File: config.mk
export PLATFORM = sky130hd
export DESIGN_NAME = sdram_frame_writer
export DESIGN_NICKNAME = d
export VERILOG_FILES = /design/src/rtl/sdram_frame_writer_pkg.sv /design/src/rtl/sdram_frame_writer_mux.sv /design/src/rtl/sdram_frame_writer.sv
export SDC_FILE = /design/constraint.sdc
export NUM_CORES = 1
export LEC_CHECK = 0
export ABC_AREA = 1
export BUFFER_PORTS_ARGS = -buffer_cell sky130_fd_sc_hd__buf_2
export CAP_MARGIN = 20
export CELL_PAD_IN_SITES_DETAIL_PLACEMENT = 0
export CELL_PAD_IN_SITES_GLOBAL_PLACEMENT = 1
export CORE_MARGIN = 4
export CORE_UTILIZATION = 37
export CTS_CLUSTER_SIZE = 10
export DETAILED_ROUTE_END_ITERATION = 16
export PLACE_DENSITY_LB_ADDON = 0.15
export SLEW_MARGIN = 25
export SYNTH_ARGS = -nofsm -noshare
export SYNTH_HDL_FRONTEND = slang
export SYNTH_SLANG_ARGS = --single-unit
File: constraint.sdc
create_clock -name clk -period 2.3 [get_ports clk]
set_clock_uncertainty 0.2 [all_clocks]
set_input_delay 0.46 -clock clk [delete_from_list [all_inputs] [get_ports clk]]
set_output_delay 0.46 -clock clk [all_outputs]
set_load 0.02 [all_outputs]
File: src/rtl/sdram_frame_writer_pkg.sv
// Shared types for the SDRAM frame writer: tap select encodings, FSM states
// and the RGB555 packing helper.
package sdram_frame_writer_pkg;

  typedef enum logic [1:0] {
    MODE_RGB555 = 2'd0,
    MODE_BIN    = 2'd1,
    MODE_ERO    = 2'd2,
    MODE_DIL    = 2'd3
  } mode_e;

  typedef enum logic [1:0] {
    ST_IDLE     = 2'd0,
    ST_WAIT_SOF = 2'd1,
    ST_ACTIVE   = 2'd2,
    ST_REALIGN  = 2'd3
  } state_e;

  // Keep the top 5 bits of each 12-bit channel; bit 15 stays clear.
  function automatic logic [15:0] pack_rgb555(input logic [11:0] r,
                                              input logic [11:0] g,
                                              input logic [11:0] b);
    return {1'b0, r[11:7], g[11:7], b[11:7]};
  endfunction

endpackage

File: src/rtl/sdram_frame_writer_mux.sv
// Combinational tap selector: picks one video stream and widens it to a
// 16-bit FIFO word with its matching valid.
module sdram_frame_writer_mux
  import sdram_frame_writer_pkg::*;
(
  input  logic [1:0]  sel_mode,
  input  logic [11:0] rgb_red,
  input  logic [11:0] rgb_green,
  input  logic [11:0] rgb_blue,
  input  logic        rgb_dval,
  input  logic [7:0]  bin_data,
  input  logic        bin_valid,
  input  logic [7:0]  ero_data,
  input  logic        ero_valid,
  input  logic [7:0]  dil_data,
  input  logic        dil_valid,
  output logic [15:0] pix_data,
  output logic        pix_valid
);

  always_comb begin
    pix_data  = pack_rgb555(rgb_red, rgb_green, rgb_blue);
    pix_valid = rgb_dval;
    case (sel_mode)
      MODE_BIN: begin pix_data = {8'h00, bin_data}; pix_valid = bin_valid; end
      MODE_ERO: begin pix_data = {8'h00, ero_data}; pix_valid = ero_valid; end
      MODE_DIL: begin pix_data = {8'h00, dil_data}; pix_valid = dil_valid; end
      default:  ;
    endcase
  end

endmodule

File: src/rtl/sdram_frame_writer.sv
// Frame-aligned pixel packer feeding the SDRAM write FIFO; writes only whole
// frames and pulses the FIFO address reload after any malformed frame.
module sdram_frame_writer
  import sdram_frame_writer_pkg::*;
#(
  parameter int FRAME_WIDTH  = 640,
  parameter int FRAME_HEIGHT = 480,
  parameter int LOAD_CYCLES  = 4,
  parameter int CNT_W        = 19
) (
  input  logic        clk,
  input  logic        reset_n,
  input  logic        capture_en,
  input  logic [1:0]  mode,
  input  logic        frame_valid,
  input  logic [11:0] rgb_red,
  input  logic [11:0] rgb_green,
  input  logic [11:0] rgb_blue,
  input  logic        rgb_dval,
  input  logic [7:0]  bin_data,
  input  logic        bin_valid,
  input  logic [7:0]  ero_data,
  input  logic        ero_valid,
  input  logic [7:0]  dil_data,
  input  logic        dil_valid,
  output logic [15:0] wr_data,
  output logic        wr_en,
  output logic        wr_load,
  output logic        frame_done,
  output logic        frame_error,
  output logic [15:0] err_count
);

  localparam int FRAME_PIXELS = FRAME_WIDTH * FRAME_HEIGHT;
  localparam int LC_W         = $clog2(LOAD_CYCLES + 1);
  localparam logic [CNT_W-1:0] FP_MAX  = CNT_W'(FRAME_PIXELS);
  localparam logic [CNT_W-1:0] CNT_ONE = CNT_W'(1);
  localparam logic [LC_W-1:0]  LC_LAST = LC_W'(LOAD_CYCLES - 1);
  localparam logic [LC_W-1:0]  LC_ONE  = LC_W'(1);

  state_e            state, state_d;
  logic              fv_q;
  logic [1:0]        mode_q, mode_d;
  logic [CNT_W-1:0]  cnt, cnt_d, cnt_eff;
  logic              overrun, overrun_d;
  logic [LC_W-1:0]   load_cnt, load_cnt_d;
  logic [15:0]       wr_data_d, err_count_d;
  logic              wr_en_d, done_d, error_d;
  logic              sof, eof, start, accept;
  logic [1:0]        sel_mode;
  logic [15:0]       pix_data;
  logic              pix_valid;

  assign sof      = frame_valid & ~fv_q;
  assign eof      = ~frame_valid & fv_q;
  assign start    = (state == ST_WAIT_SOF) & sof & capture_en;
  // The SOF pixel must use the incoming mode, not the stale latched one.
  assign sel_mode = start ? mode : mode_q;
  assign cnt_eff  = start ? '0 : cnt;
  assign accept   = (start | (state == ST_ACTIVE)) & pix_valid & frame_valid;
  assign wr_load  = (state == ST_REALIGN);

  sdram_frame_writer_mux u_mux (
    .sel_mode  (sel_mode),
    .rgb_red   (rgb_red),
    .rgb_green (rgb_green),
    .rgb_blue  (rgb_blue),
    .rgb_dval  (rgb_dval),
    .bin_data  (bin_data),
    .bin_valid (bin_valid),
    .ero_data  (ero_data),
    .ero_valid (ero_valid),
    .dil_data  (dil_data),
    .dil_valid (dil_valid),
    .pix_data  (pix_data),
    .pix_valid (pix_valid)
  );

  always_comb begin
    state_d     = state;
    mode_d      = mode_q;
    cnt_d       = cnt;
    overrun_d   = overrun;
    load_cnt_d  = load_cnt;
    wr_en_d     = 1'b0;
    wr_data_d   = wr_data;
    done_d      = 1'b0;
    error_d     = 1'b0;
    err_count_d = err_count;
    case (state)
      ST_IDLE: if (!frame_valid) state_d = ST_WAIT_SOF;
      ST_WAIT_SOF: begin
        if (start) begin
          state_d   = ST_ACTIVE;
          mode_d    = mode;
          cnt_d     = '0;
          overrun_d = 1'b0;
        end
      end
      ST_ACTIVE: begin
        if (eof) begin
          if (cnt == FP_MAX && !overrun) begin
            done_d  = 1'b1;
            state_d = ST_WAIT_SOF;
          end else begin
            error_d    = 1'b1;
            if (err_count != 16'hFFFF) err_count_d = err_count + 16'd1;
            load_cnt_d = '0;
            state_d    = ST_REALIGN;
          end
        end
      end
      ST_REALIGN: begin
        load_cnt_d = load_cnt + LC_ONE;
        if (load_cnt == LC_LAST) state_d = ST_IDLE;
      end
      default: state_d = ST_IDLE;
    endcase
    // Accepted pixels past the frame size are dropped and mark the frame bad.
    if (accept) begin
      if (cnt_eff < FP_MAX) begin
        wr_en_d   = 1'b1;
        wr_data_d = pix_data;
        cnt_d     = cnt_eff + CNT_ONE;
      end else begin
        overrun_d = 1'b1;
      end
    end
  end

  always_ff @(posedge clk or negedge reset_n) begin
    if (!reset_n) begin
      state       <= ST_IDLE;
      fv_q        <= 1'b1;
      mode_q      <= '0;
      cnt         <= '0;
      overrun     <= 1'b0;
      load_cnt    <= '0;
      wr_en       <= 1'b0;
      wr_data     <= '0;
      frame_done  <= 1'b0;
      frame_error <= 1'b0;
      err_count   <= '0;
    end else begin
      state       <= state_d;
      fv_q        <= frame_valid;
      mode_q      <= mode_d;
      cnt         <= cnt_d;
      overrun     <= overrun_d;
      load_cnt    <= load_cnt_d;
      wr_en       <= wr_en_d;
      wr_data     <= wr_data_d;
      frame_done  <= done_d;
      frame_error <= error_d;
      err_count   <= err_count_d;
    end
  end

endmodule

# == Yosys cells after proc, flatten, opt, wreduce, memory -nomap -nowiden ==
# Index checks and enable logic that the tools add are counted.
# classes
add_sub_neg,3
magnitude_cmp,1
eq_ne,14
mux,28
n_bitwise,10
reduce_logical,8
# op_table
operator,count
19-bit two-way mux,4
15-bit case mux with 3 select lines,1
"19-bit by 1-bit adder with 19-bit output, second input constant",1
"19-bit == test, second input constant",1
"19-bit less-than comparator, second input constant",1
"16-bit by 1-bit adder with 16-bit output, second input constant",1
"16-bit inequality test, second input constant",1
1-bit two-way mux,12
2-bit two-way mux,6
"2-bit == test, second input constant",4
"2-bit inequality test, second input constant",4
2-bit case mux with 4 select lines,1
4-bit AND reduction,2
1-bit bitwise AND,6
3-bit two-way mux,2
3-bit case mux with 2 select lines,1
"2-bit by 1-bit == test with 1-bit output, second input constant",2
"3-bit by 1-bit adder with 3-bit output, second input constant",1
"3-bit by 2-bit == test with 1-bit output, second input constant",1
1-bit NOT,3
1-bit case mux with 3 select lines,1
3-bit AND reduction,1
2-bit logical NOT,1
"2-bit by 1-bit inequality test with 1-bit output, second input constant",1
other kinds (5),5
# word_totals
regBits,63
input_bits,70
out_inout_bits,36
word_cells,75

# == Depth between registers and ports, before layout ==
# Gate-level depths: netlist of the first run.
# depth
depth_word,10
ltp_mapped,15
ltp_nobuf,14

# == Modules after synthesis ==
# From an unflattened synthesis of the first run, not the netlist that was laid out.
# unflattened
cells_unflattened,501
hier_area_um2,3661.0
# by_module_without_submodules
mod,instances,cells_each,area_each_um2,seq_area_each_um2
sdram_frame_writer,1,432,3316.9,1577.8
sdram_frame_writer_mux,1,69,344.1,0.0

# == Worst setup path after synthesis of the first run ==
# No wires, ideal clock.
# synth_path
path_kind,flip-flop to flip-flop
start,reg err_count[0]
end,reg err_count[11]
setup_time_ps,117
arrival_time_ps,1847
required_ps,1983
setup_slack_ps,136
path_stages_with_launch,10
n_path_buf,1
synth_period_minus_slack_ps,2164
path_cell_list,dfrtp_1 > ha_1 > nand3_1 > nor3_1 > a31oi_1 > nand3_1 > inv_1 > clkbuf_1 > nand2_1 > nand2_1
# synth_via
elab_chain_len,2
elab_cells_between_ends,3
cone_classes,add/sub: 1; eq/ne: 1; reduce/logical: 1
# synth_rtl
element,line,rtl
start: declaration,sdram_frame_writer.sv:31,output logic [15:0] err_count
start signal: assignment,sdram_frame_writer.sv:155,err_count <= err_count_d;
"parallel branches: the longest is 2 deep, another holds 16-bit by 1-bit adder with 16-bit output",-,
# Parallel ways; which one is timed is not known.
# A chain may end at the register's enable or synchronous reset.

# == Worst setup path after layout of the first run ==
# layout_path
start,reg state[1]
end,reg cnt[0]
# layout_via
elab_chain_len,9
elab_cells_between_ends,18
cone_classes,add/sub: 1; order compare: 1; eq/ne: 5; mux: 6; bitwise: 5
# layout_rtl
element,line,rtl
start: declaration,sdram_frame_writer.sv:41,"state_e state, state_d;"
start signal: assignment,sdram_frame_writer.sv:145,state <= state_d;
"parallel branches: the longest is 8 deep, another holds 19-bit by 1-bit adder with 19-bit output",-,
19-bit two-way mux *,sdram_frame_writer.sv:120,if (accept) begin
named net cnt_d[0],sdram_frame_writer.sv:44,"logic [CNT_W-1:0] cnt, cnt_d, cnt_eff;"
end signal: assignment,sdram_frame_writer.sv:148,cnt <= cnt_d;
end: declaration,sdram_frame_writer.sv:44,
# Mark *: on every way through the listed nets, which the timed path passes.

==> summary.txt, run 1 <==
Clocking
  – Number of clock buffers inserted by TritonCTS: 9
  – Clock slew seen by the registers of the worst setup and hold paths: 0.07 ns
  – # H-tree levels: 3
  – Worst skew pair latency: 0.36 ns
  – Clock Path Buffers: 2
  – Number of clock sinks: 62
  – Root Buffer Master: sky130_fd_sc_hd__clkbuf_8
  – CTS tree: built

Die
  – DIE HEIGHT: 108 um
  – DIE AREA: 11600 um2
  – Die boundary width: 108 um
  – IO Pins: 106
  – Initial Util: 38.0%
  – Row count: 36
  – Placeable core region: 9730 um2

Timing
  – Remaining max-slew budget at the tightest pin: 64.0%
  – Final number of max-transition violations: 0
  – Top achievable clock speed: 0.464 GHz
  – Actual transition at the worst max-transition pin: 0.540 ns
  – Period utilization: 93.7%
  – Final critical-path required period: 2.15 ns
  – Total Negative Setup Slacks: 0 ns
  – RSZ-0062 raised after global routing: false
  – Worst setup slack after layout: 0.146 ns
  – Number of hold violations in the final report: 0
  – Setup violations, final: 0

Global route
  – Pin count of the biggest net entering global routing: 43
  – First-pass GRT wire length: 16900 um
  – GR met2 Demand/Resource: 29.5%
  – Met1 usage in global routing: 24.2%
  – Global route hottest layer: met2
  – GR Layer Usage met3: 4.32%
  – Remaining global-route overflow: 0
  – GR Util All Layers: 18.5%
  – Initial antenna violation count: 0
  – Number of global-route vias before repair: 3610

Power
  – Total power per unit cell area: 971 nW/um2
  – Static Leakage: 2.52 nW
  – Worst voltage drop across the vdd grid: 0.665 mV
  – Overall power after layout: 4.64 mW

Synth
  – Dominant register cell in the synthesized netlist: sky130_fd_sc_hd__dfrtp_1
  – Gate Count Post-Synth: 517
  – Average cell area after synthesis: 7.14 um2
  – Sequential area share after synthesis: 42.1%
  – Yosys Warn Count: 0
  – Nets in the synthesized netlist: 590
  – Cell area after technology mapping: 3690 um2
  – Fraction of registers with async set or reset after synthesis: 100%
  – Number of synthesized flops with an enable pin: 0
  – Flop and latch count out of synthesis: 62
  – Unique cell type count in the Yosys netlist: 34

Route
  – Routed len/inst: 12.8 um
  – First-pass detailed-route iteration total: 4
  – Total routed wirelength: 9980 um
  – Average via count per standard cell: 4.69
  – Total via count in the routed design: 3643
  – DR DRC count: 0
  – Post-DRT Antenna Nets: 0
  – Iteration-0 DRC count of the detailed router: 180

Finish
  – Fin nets: 712
  – Relative area change from synthesis to final layout: 29.4%
  – Total inserted antenna cells: 0
  – Number of inserted filler cells in the final layout: 1023
  – Final std cell area, no fill: 4780 um2
  – Share of layout cells above drive strength 1: 25.8%

Flow run
  – Count of maximum capacitance violations: 0

Hold path
  – WHS Endpoint: wr_data[12]
  – Hold Crit Class: in -> reg
  – Hold path startpoint: rgb_red[9]
  – Worst hold path cell count: 3

Placement
  – Estimated wirelength of the detail-placed design: 7270 um
  – I/O Buffers: 83
  – Placement-stage worst setup slack: -0.121 ns
  – Placed cell area: 4490 um2
  – GPL Wtd Cong: 0.814

Setup path
  – Startpoint of the lowest-slack register-to-register path: state[1]
  – WS Path Type: reg -> reg
  – Worst R2R End: cnt[0]
  – Register-to-register path setup slack: 0.15 ns
  – Slowest cell on the critical path: sky130_fd_sc_hd__dfrtp_2
  – Data arrival time of the worst path: 2.20 ns
  – CP required: 2.34 ns
  – First element of the critical path: state[1]
  – Crit-path leading delay family: simple AND/OR/NAND/NOR gates
  – Length in cells of the worst reg-to-reg path: 10
  – Worst-path cell chain: nor2_4, nand2_4, nand2_2, nand2_4, o21ai_1, nand3_2, nand2_8, nor2_8, buf_4, xor2_1
  – Most common cell type on the critical path: sky130_fd_sc_hd__nand2_4
  – Startpoint kind of the worst setup timing path: register
  – Critical path fanouts, max: 7
  – Category of the worst setup path capture point: register
  – Number of buffer and inverter instances along the worst setup path: 1
  – Largest stage delay on the critical path: 0.45 ns

Outcome
  – Outcome: completed
area by class of cell:
type / instances / area, um2 / share of cell area [%]
inverter: 52 / 203 / 4.24
tap: 133 / 166 / 3.48
sequential: 62 / 1550 / 32.5
clock buffer: 12 / 165 / 3.46
clock inverter: 4 / 20.0 / 0.419
timing repair buffer: 120 / 736 / 15.4
multi-input combinational: 394 / 1940 / 40.5
how the worst max path moves through the flow:
| stage | end | slack (ns) | cells after the start |
|---|---|---|---|
| 2_1_floorplan | err_count[11] | 0.14 | 9 |
| 3_3_place_gp | cnt[13] | -0.06 | 12 |
| 3_5_place_dp | cnt[13] | -0.12 | 11 |
| 4_1_cts | cnt[13] | 0.03 | 9 |
| 5_1_grt | wr_data[1] | 0.003 | 11 |
| 6_report | cnt[0] | 0.15 | 10 |
where the power goes:
part	internal (mW)	switching (mW)	leakage [nW]
logic	0.790	1.30	1.60
registers	1.40	0.225	0.818
clock network	0.472	0.458	0.102
cells in the mapped netlist (4+ instances only):
cell                      instances  share of area [%]
sky130_fd_sc_hd__nand2_1        207                 21
sky130_fd_sc_hd__dfrtp_1         61                 41
sky130_fd_sc_hd__nor2_1          49                5.0
sky130_fd_sc_hd__inv_1           47                4.8
sky130_fd_sc_hd__nand3_1         31                4.2
sky130_fd_sc_hd__o21ai_0         18                2.4
sky130_fd_sc_hd__xor2_1          18                4.3
sky130_fd_sc_hd__nand4_1         16                2.7
sky130_fd_sc_hd__nor3_1           9                1.2
sky130_fd_sc_hd__xnor2_1          9                2.1
sky130_fd_sc_hd__buf_2            4               0.54
sky130_fd_sc_hd__nand2_4          4                1.2
sky130_fd_sc_hd__nor2_2           4               0.68
sky130_fd_sc_hd__o21ai_1          4               0.54
sequential cells by signal, summed over array words and instances (netlist names):
name and count:
mode_q 2, wr_en 1, cnt 19, wr_data 15, fv_q 1, overrun 1, load_cnt 3, frame_error 1
frame_done 1, state 2, err_count 16
worst register-to-register path, cell delays in order, from the launching register on:
cell and delay [ns]:
sky130_fd_sc_hd__dfrtp_2 0.45, sky130_fd_sc_hd__nor2_4 0.24, sky130_fd_sc_hd__nand2_4 0.14, sky130_fd_sc_hd__nand2_2 0.10, sky130_fd_sc_hd__nand2_4 0.08, sky130_fd_sc_hd__o21ai_1 0.15, sky130_fd_sc_hd__nand3_2 0.17, sky130_fd_sc_hd__nand2_8 0.16
sky130_fd_sc_hd__nor2_8 0.06, sky130_fd_sc_hd__buf_4 0.15, sky130_fd_sc_hd__xor2_1 0.13
placed cells by master (no fill, tap or decap), types with 8 or more instances in the layout:
master                     netlist  layout
sky130_fd_sc_hd__nand2_1       207     207
sky130_fd_sc_hd__buf_2           4      83
sky130_fd_sc_hd__dfrtp_1        61      60
sky130_fd_sc_hd__inv_1          47      47
sky130_fd_sc_hd__nor2_1         49      46
sky130_fd_sc_hd__buf_4           1      32
sky130_fd_sc_hd__nand3_1        31      30
sky130_fd_sc_hd__o21ai_0        18      18
sky130_fd_sc_hd__xor2_1         18      18
sky130_fd_sc_hd__nand4_1        16      16
sky130_fd_sc_hd__clkbuf_8        0      12
sky130_fd_sc_hd__xnor2_1         9       9
sky130_fd_sc_hd__nor3_1          9       8
per-stage QoR:
step / utilization [%] / hold slack (ns) / instances
after floorplan: - / -0.0356 / 517
after global routing: 49.1 / 0.131 / 777
after detailed placement: 46.2 / 0.254 / 755
after CTS: 48.3 / 0.100 / 773
final: 49.1 / 0.124 / 777
after global placement: 46.2 / 0.250 / 755
per-layer routing:
layer / vias to the layer above / wire, um
li1: 1861 / -
met1: 1684 / 4620
met2: 87 / 4640
met3: 11 / 536
met4: 0 / 187
met5: - / 0
repair_timing:
item	CTS	global route
buffers inserted	0	3
resized for setup	0	12
hold buffers	2	0
hold endpoints to repair	20	0
endpoints found under the setup margin	0	41
cells by family after synthesis:
logic type,Yosys count,share of synthesized area [%]
AND/OR/NAND/NOR,336,39.5
buffers and inverters,62,7.15
flip-flops,62,42.1
XOR/XNOR,27,6.40
AO/OA/AOI/OAI,26,3.73
adder cells (fa/ha/maj),3,1.02
other,1,0.102
Power figures use the tool's default switching activity.
==> run 2: changes to the inputs <==
--- a/config.mk
+++ b/config.mk
@@ -18,4 +18,5 @@
 export SLEW_MARGIN = 25
 export SYNTH_ARGS = -nofsm -noshare
 export SYNTH_HDL_FRONTEND = slang
+export SYNTH_HIERARCHICAL = 1
 export SYNTH_SLANG_ARGS = --single-unit
==> run 2 against run 1 <==
Global-route usage fell by 1.8 points. The flow now finishes with violations (setup timing). Synthesized area fell by 0.85%. Largest cell class unchanged. Setup slack got worse by 0.17 ns. First-iteration DRC count shrank 25%. Cell area rose by 2.5%. Non-clock buffer count increased by 3. Critical path depth up 5. Sequential cell count rose by 1. Sequential share of layout area fell by 0.31 points.
==> summary.txt, run 2 <==
Synth
  – Post-synth top cells: sky130_fd_sc_hd__nand2_1, sky130_fd_sc_hd__dfrtp_1, sky130_fd_sc_hd__inv_1 (was sky130_fd_sc_hd__nand2_1, sky130_fd_sc_hd__dfrtp_1, sky130_fd_sc_hd__nor2_1)
  – Area share of the largest cell type after synthesis: 42.4% (was 41.3%)
  – Library cell with the largest summed area after synthesis: sky130_fd_sc_hd__dfrtp_1 (unchanged)
  – Dominant register cell in the synthesized netlist: sky130_fd_sc_hd__dfrtp_1 (unchanged)
  – Gate Count Post-Synth: 501 (was 517)
  – Most used standard cell by instance count after synthesis: sky130_fd_sc_hd__nand2_1 (unchanged)
  – Cell area after technology mapping: 3660 um2 (was 3690 um2)
  – Sequential area share after synthesis: 43.1% (was 42.1%)
  – Number of synthesized flops with an enable pin: 0 (unchanged)
  – Fraction of registers with async set or reset after synthesis: 100% (unchanged)
  – Flop and latch count out of synthesis: 63 (was 62)
  – Unique cell type count in the Yosys netlist: 33 (was 34)
  – Nets in the synthesized netlist: 574 (was 590)
  – Synth area leaders: sky130_fd_sc_hd__dfrtp_1, sky130_fd_sc_hd__nand2_1, sky130_fd_sc_hd__nand3_1 (was sky130_fd_sc_hd__dfrtp_1, sky130_fd_sc_hd__nand2_1, sky130_fd_sc_hd__nor2_1)
  – Yosys Warn Count: 6 (was 0)
  – Average cell area after synthesis: 7.31 um2 (was 7.14 um2)

Die
  – DIE HEIGHT: 107 um (was 108 um)
  – Row count: 36 (unchanged)
  – DIE AREA: 11500 um2 (was 11600 um2)
  – Die boundary width: 107 um (was 108 um)
  – Initial Util: 37.8% (was 38.0%)
  – Placeable core region: 9680 um2 (was 9730 um2)
  – IO Pins: 106 (unchanged)

Clocking
  – Worst skew pair latency: 0.34 ns (was 0.36 ns)
  – Clock slew seen by the registers of the worst setup and hold paths: 0.07 ns (about the same)
  – Root Buffer Master: sky130_fd_sc_hd__clkbuf_8 (unchanged)
  – Number of clock buffers inserted by TritonCTS: 9 (unchanged)
  – CTS tree: built (unchanged)
  – Clock Path Buffers: 2 (unchanged)
  – Number of clock sinks: 63 (was 62)
  – # H-tree levels: 3 (unchanged)

Setup path
  – CP required: 2.33 ns (was 2.34 ns)
  – Startpoint kind of the worst setup timing path: register (unchanged)
  – Critical path fanouts, max: 6 (was 7)
  – WS Path Type: reg -> reg (unchanged)
  – Data arrival time of the worst path: 2.35 ns (was 2.20 ns)
  – Category of the worst setup path capture point: register (unchanged)

Finish
  – Regs by FF count: cnt: 19 flops, err_count: 16 flops, wr_data: 16 flops (was cnt: 19 flops, err_count: 16 flops, wr_data: 15 flops)
  – Share of layout cells above drive strength 1: 30.1% (was 25.8%)
  – Number of inserted filler cells in the final layout: 949 (was 1023)
  – Largest reg by FF count: cnt (unchanged)
  – Sequential cell area: 1580 um2 (was 1550 um2)
  – Total area of multi-input combinational cells: 1910 um2 (was 1940 um2)
  – Fin nets: 696 (was 712)
  – Most used cells in the layout excluding fill and tap cells: sky130_fd_sc_hd__nand2_1, sky130_fd_sc_hd__buf_2, sky130_fd_sc_hd__dfrtp_1 (unchanged)
  – Final std cell area, no fill: 4900 um2 (was 4780 um2)
  – Relative area change from synthesis to final layout: 33.8% (was 29.4%)
  – Total inserted antenna cells: 0 (unchanged)
  – Number of flip-flops in the largest register: 19 (unchanged)
  – Most common cell after layout, fill and taps aside: sky130_fd_sc_hd__nand2_1 (unchanged)

Route
  – Iteration-0 DRC count of the detailed router: 135 (was 180)
  – Average via count per standard cell: 4.63 (was 4.69)
  – DR DRC count: 0 (unchanged)
  – Post-DRT Antenna Nets: 0 (unchanged)
  – Routed len/inst: 12.0 um (was 12.8 um)
  – First-pass detailed-route iteration total: 4 (unchanged)
  – Total routed wirelength: 9100 um (was 9980 um)
  – Total via count in the routed design: 3520 (was 3643)

Global route
  – Remaining global-route overflow: 0 (unchanged)
  – Number of global-route vias before repair: 3351 (was 3610)
  – First-pass GRT wire length: 15500 um (was 16900 um)
  – GR Util All Layers: 16.7% (was 18.5%)
  – Initial antenna violation count: 1 (was 0)
  – Pin count of the biggest net entering global routing: 64 (was 43)

Outcome
  – Outcome: complete, but fails checks (was completed)
  – Failing checks: setup timing

Placement
  – I/O Buffers: 84 (was 83)
  – Estimated wirelength of the detail-placed design: 6760 um (was 7270 um)
  – Placement-stage worst setup slack: -0.212 ns (was -0.121 ns)
  – GPL Wtd Cong: 0.832 (was 0.814)
  – Placed cell area: 4460 um2 (was 4490 um2)

Timing
  – Number of hold violations in the final report: 0 (unchanged)
  – Final number of max-transition violations: 0 (unchanged)
  – Top achievable clock speed: 0.431 GHz (was 0.464 GHz)
  – Worst setup slack after layout: -0.0190 ns (was 0.146 ns)
  – Final critical-path required period: 2.32 ns (was 2.15 ns)
  – Period utilization: 101% (was 93.7%)
  – Hold Worst Slack: 0.169 ns (was 0.124 ns)
  – Setup violations, final: 4 (was 0)
  – RSZ-0062 raised after global routing: true (was false)
  – Total Negative Setup Slacks: -0.0285 ns (was 0 ns)

Hold path
  – Hold Crit Class: in -> reg (unchanged)

Power
  – Overall power after layout: 5.25 mW (was 4.64 mW)
  – Worst voltage drop across the vdd grid: 0.593 mV (was 0.665 mV)
  – Static Leakage: 2.57 nW (was 2.52 nW)
  – Total power per unit cell area: 1070 nW/um2 (was 971 nW/um2)

Flow run
  – Count of maximum capacitance violations: 0 (unchanged)
[run 2: cell count changes after synthesis, moves of 4 or more]
cell	delta
sky130_fd_sc_hd__nand2_1	-43
sky130_fd_sc_hd__nand4_1	+5
sky130_fd_sc_hd__buf_4	+4
sky130_fd_sc_hd__inv_1	+13
sky130_fd_sc_hd__xor2_1	-4
sky130_fd_sc_hd__nand3_1	+16
[run 2: per-stage QoR]
step | std cells | util, %
2_1_floorplan | 501 | -
3_3_place_gp | 733 | 46.0
3_5_place_dp | 733 | 46.0
4_1_cts | 756 | 49.5
5_1_grt | 761 | 50.6
6_report | 761 | 50.6
[run 2: worst paths after layout]
| kind | start | end | slack, ns | cells past startpoint |
|---|---|---|---|---|
| max reg2reg | fv_q | cnt[11] | -0.02 | 15 |
| min reg2reg | wr_data[0] | wr_data[0] | 0.28 | 2 |
| max in group asynchronous | reset_n | fv_q | 1.08 | 3 |
| min in group asynchronous | reset_n | cnt[10] | 0.47 | 3 |
| max | fv_q | cnt[11] | -0.02 | 15 |
| min | mode[1] | mode_q[1] | 0.17 | 3 |
[run 2: logic make-up after synthesis]
family / count (synthesis) / share of synthesized area, %
compound gates: 29 / 4.37
xor+xnor: 20 / 4.78
fa+ha+maj: 3 / 1.03
other cells: 1 / 0.102
flops: 63 / 43.1
buf+inv: 78 / 9.43
simple gates: 307 / 37.2
[run 2: what timing repair did]
item                                    in CTS  in global routing
endpoints found under the hold margin       62                  0
resized for setup                            6                 19
endpoints found under the setup margin      11                 32
setup buffers                                6                  7
hold buffers                                 1                  0
pin swaps                                   11                  9
[run 2: per-layer routing]
| metal | GRT usage (%) | share of wire [%] | up-vias |
|---|---|---|---|
| li1 | - | - | 1829 |
| met1 | 22.0 | 46 | 1600 |
| met2 | 26.8 | 47 | 80 |
| met3 | 4.92 | 6.0 | 9 |
| met4 | 4.69 | 0.95 | 2 |
| met5 | 0 | 0.077 | - |
[run 2: cell type report]
class,instances,share of cell area [%]
Inverter,66,5.26
Timing Repair Buffer,123,15.2
Tap cell,133,3.40
Clock buffer,10,2.81
Sequential cell,63,32.2
Clock inverter,6,2.20
Multi-Input combinational cell,360,39.0
[run 2: power breakdown]
| part | leakage [nW] | internal [mW] | switching [mW] |
|---|---|---|---|
| Combinational | 1.63 | 0.879 | 1.46 |
| Clock | 0.122 | 0.746 | 0.460 |
| Sequential | 0.823 | 1.45 | 0.257 |
| Total | 2.57 | 3.07 | 2.18 |
[run 2: critical path: stages (launching register included)]
cell and delay [ns]:
sky130_fd_sc_hd__dfstp_2 0.53, sky130_fd_sc_hd__inv_2 0.04, sky130_fd_sc_hd__nand3_4 0.10, sky130_fd_sc_hd__clkinv_4 0.09
sky130_fd_sc_hd__nand2_4 0.09, sky130_fd_sc_hd__nand2_8 0.07, sky130_fd_sc_hd__nor2_4 0.11, sky130_fd_sc_hd__nand2_2 0.05
sky130_fd_sc_hd__nand4_1 0.08, sky130_fd_sc_hd__nand2_2 0.09, sky130_fd_sc_hd__inv_2 0.07, sky130_fd_sc_hd__nand2_4 0.05
sky130_fd_sc_hd__nor2_4 0.20, sky130_fd_sc_hd__buf_4 0.16, sky130_fd_sc_hd__nand4_1 0.10, sky130_fd_sc_hd__xor2_1 0.17
==> run 3: changes to the inputs <==
--- a/config.mk
+++ b/config.mk
@@ -10,7 +10,7 @@
 export CAP_MARGIN = 20
 export CELL_PAD_IN_SITES_DETAIL_PLACEMENT = 0
 export CELL_PAD_IN_SITES_GLOBAL_PLACEMENT = 1
-export CORE_MARGIN = 4
+export CORE_MARGIN = 3
 export CORE_UTILIZATION = 37
 export CTS_CLUSTER_SIZE = 10
 export DETAILED_ROUTE_END_ITERATION = 16
==> run 3 against run 2 <==
The flow still finishes with violations (setup timing). Combinational power is 2% higher. Highest routed layer is now met4. Sequential cell count stayed put. Largest power group unchanged. Clock-buffer cell count is 1 higher. Setup slack worse by 0.090 ns.
==> summary.txt, run 3 (synthesis results as in run 2) <==
Outcome
  – Outcome: complete, but fails checks (unchanged)
  – Failing checks: setup timing (unchanged)

Finish
  – Number of flip-flops in the largest register: 19 (unchanged)
  – Most used cells in the layout excluding fill and tap cells: sky130_fd_sc_hd__nand2_1, sky130_fd_sc_hd__buf_2, sky130_fd_sc_hd__dfrtp_1 (unchanged)
  – Share of layout cells above drive strength 1: 28.9% (was 30.1%)
  – Fin nets: 697 (was 696)
  – Regs by FF count: cnt: 19 flops, err_count: 16 flops, wr_data: 16 flops (unchanged)
  – Most common cell after layout, fill and taps aside: sky130_fd_sc_hd__nand2_1 (unchanged)
  – Number of inserted filler cells in the final layout: 939 (was 949)
  – Sequential cell area: 1580 um2 (unchanged)
  – Total inserted antenna cells: 0 (unchanged)
  – Relative area change from synthesis to final layout: 32.1% (was 33.8%)
  – Largest reg by FF count: cnt (unchanged)
  – Total area of multi-input combinational cells: 1880 um2 (was 1910 um2)
  – Final core utilization: 51.3% (was 50.6%)
  – Cell Count, Final, Fillers Out: 758 (was 761)

Route
  – Routed met1 length: 4340 um (was 4220 um)
  – Total routed wirelength: 9170 um (was 9100 um)
  – Total via count in the routed design: 3564 (was 3520)
  – Met3 wire length: 558 um (was 546 um)
  – Post-DRT Antenna Nets: 0 (unchanged)
  – DR DRC count: 0 (unchanged)
  – Routed len/inst: 12.1 um (was 12.0 um)
  – WL met2: 4130 um (was 4240 um)
  – Average via count per standard cell: 4.70 (was 4.63)
  – First-pass detailed-route iteration total: 4 (unchanged)
  – Iteration-0 DRC count of the detailed router: 138 (was 135)
  – DR top layer: met4 (was met5)

Setup path
  – Number of buffer and inverter instances along the worst setup path: 3 (was 4)
  – Worst-path cell chain: inv_2, nand3_4, clkinv_4, nand2_4, nand2_8, nor2_4, nand2_1, nand4_1, nand2_2, buf_4, a21oi_4, nand2_4, nor2_4, nand2_2, o21ai_1, nand2_1 (was inv_2, nand3_4, clkinv_4, nand2_4, nand2_8, nor2_4, nand2_2, nand4_1, nand2_2, inv_2, nand2_4, nor2_4, buf_4, nand4_1, xor2_1)
  – Largest stage delay on the critical path: 0.52 ns (was 0.53 ns)
  – WS Path Type: reg -> reg (unchanged)
  – CP required: 2.34 ns (was 2.33 ns)
  – Category of the worst setup path capture point: register (unchanged)
  – Crit-path leading delay family: simple AND/OR/NAND/NOR gates (unchanged)
  – Critical path fanouts, max: 6 (unchanged)
  – Data arrival time of the worst path: 2.44 ns (was 2.35 ns)
  – Slowest cell on the critical path: sky130_fd_sc_hd__dfstp_2 (unchanged)
  – Startpoint kind of the worst setup timing path: register (unchanged)

Power
  – Overall power after layout: 5.09 mW (was 5.25 mW)
  – Total power per unit cell area: 1050 nW/um2 (was 1070 nW/um2)
  – Worst voltage drop across the vdd grid: 0.581 mV (was 0.593 mV)
  – Static Leakage: 2.53 nW (was 2.57 nW)

Die
  – DIE HEIGHT: 105 um (was 107 um)
  – Row count: 35 (was 36)
  – Die boundary width: 105 um (was 107 um)
  – Initial Util: 38.9% (was 37.8%)
  – Placeable core region: 9420 um2 (was 9680 um2)
  – IO Pins: 106 (unchanged)
  – DIE AREA: 11100 um2 (was 11500 um2)

Global route
  – Pin count of the biggest net entering global routing: 36 (was 64)
  – Number of global-route vias before repair: 3416 (was 3351)
  – GR Util All Layers: 17.2% (was 16.7%)
  – Remaining global-route overflow: 0 (unchanged)
  – First-pass GRT wire length: 15600 um (was 15500 um)
  – Initial antenna violation count: 0 (was 1)

Timing
  – Total Negative Setup Slacks: -0.949 ns (was -0.0285 ns)
  – Final number of max-transition violations: 0 (unchanged)
  – Worst setup slack after layout: -0.109 ns (was -0.0190 ns)
  – Setup violations, final: 27 (was 4)
  – Top achievable clock speed: 0.415 GHz (was 0.431 GHz)
  – Final critical-path required period: 2.41 ns (was 2.32 ns)
  – Hold Worst Slack: 0.180 ns (was 0.169 ns)
  – Period utilization: 105% (was 101%)
  – Number of hold violations in the final report: 0 (unchanged)
  – RSZ-0062 raised after global routing: true (unchanged)

Clocking
  – Clock slew seen by the registers of the worst setup and hold paths: 0.08 ns (was 0.07 ns)
  – # H-tree levels: 3 (unchanged)
  – Worst skew pair latency: 0.35 ns (was 0.34 ns)
  – Number of clock sinks: 63 (unchanged)
  – CTS tree: built (unchanged)
  – Root Buffer Master: sky130_fd_sc_hd__clkbuf_8 (unchanged)
  – Clock Path Buffers: 2 (unchanged)
  – Number of clock buffers inserted by TritonCTS: 9 (unchanged)

Placement
  – Estimated wirelength of the detail-placed design: 6850 um (was 6760 um)
  – Cell Count Post-Placement: 729 (was 733)
  – GPL Wtd Cong: 0.835 (was 0.832)
  – I/O Buffers: 84 (unchanged)

Hold path
  – Hold Crit Class: in -> reg (unchanged)

Flow run
  – Count of maximum capacitance violations: 0 (unchanged)
run 3: changes by cell type in the layout (fill, tap and decap cells not counted), sizes merged:
| cell | before | now |
|---|---|---|
| buf | 122 | 123 |
| clkinv | 3 | 5 |
| clkbuf | 10 | 11 |
| clkinvlp | 1 | 0 |
| bufinv | 3 | 1 |
run 3: final timing paths:
check                                  end       start  cells after the start  slack, ns
worst max-delay path               cnt[17]        fv_q                     16      -0.11
worst min register to register  wr_data[2]  wr_data[2]                      2       0.27
worst min-delay path             mode_q[0]     mode[0]                      3       0.18
worst max register to register     cnt[17]        fv_q                     16      -0.11
max in group asynchronous             fv_q     reset_n                      3       0.89
min in group asynchronous          cnt[11]     reset_n                      2       0.39
run 3: final cells by class:
cell class              instances  share of cell area [%]
multi-input cells             360                    38.9
inverters                      66                    5.33
clock buffers                  11                    2.92
clock inverters                 5                    1.19
well taps                     129                    3.34
flip-flops and latches         63                    32.6
repair buffers                124                    15.7
run 3: repair_timing:
item                       CTS  global route
buffers inserted             5             7
hold buffers                 1             0
gates resized for setup      4            14
pin swaps                   10             5
hold endpoints to repair    13             0
setup endpoints to repair   13            31
run 3: worst reg2reg max path, delay by kind of cell, from the launching register on:
family	cells	cell delay [ns]
simple gates	11	1.02
flops	1	0.52
compound gates	2	0.29
buf+inv	3	0.27
run 3: routing by layer:
metal | vias to the layer above | global-route usage [%]
met5 | - | 0
met4 | 0 | 6.37
met3 | 10 | 4.90
met2 | 94 | 27.3
met1 | 1629 | 22.3
li1 | 1831 | -
run 3: power breakdown:
part           switching (mW)  internal [mW]
sequential              0.270           1.45
combinational            1.45          0.929
clock                   0.459          0.531
total                    2.18           2.91
run 3: metrics by stage:
step	area, um2	setup slack (ns)
final	4830	-0.109
after global routing	4830	-0.220
after CTS	4720	-0.0721
after detailed placement	4450	-0.237
after global placement	4450	-0.194
after floorplan	3770	-0.125
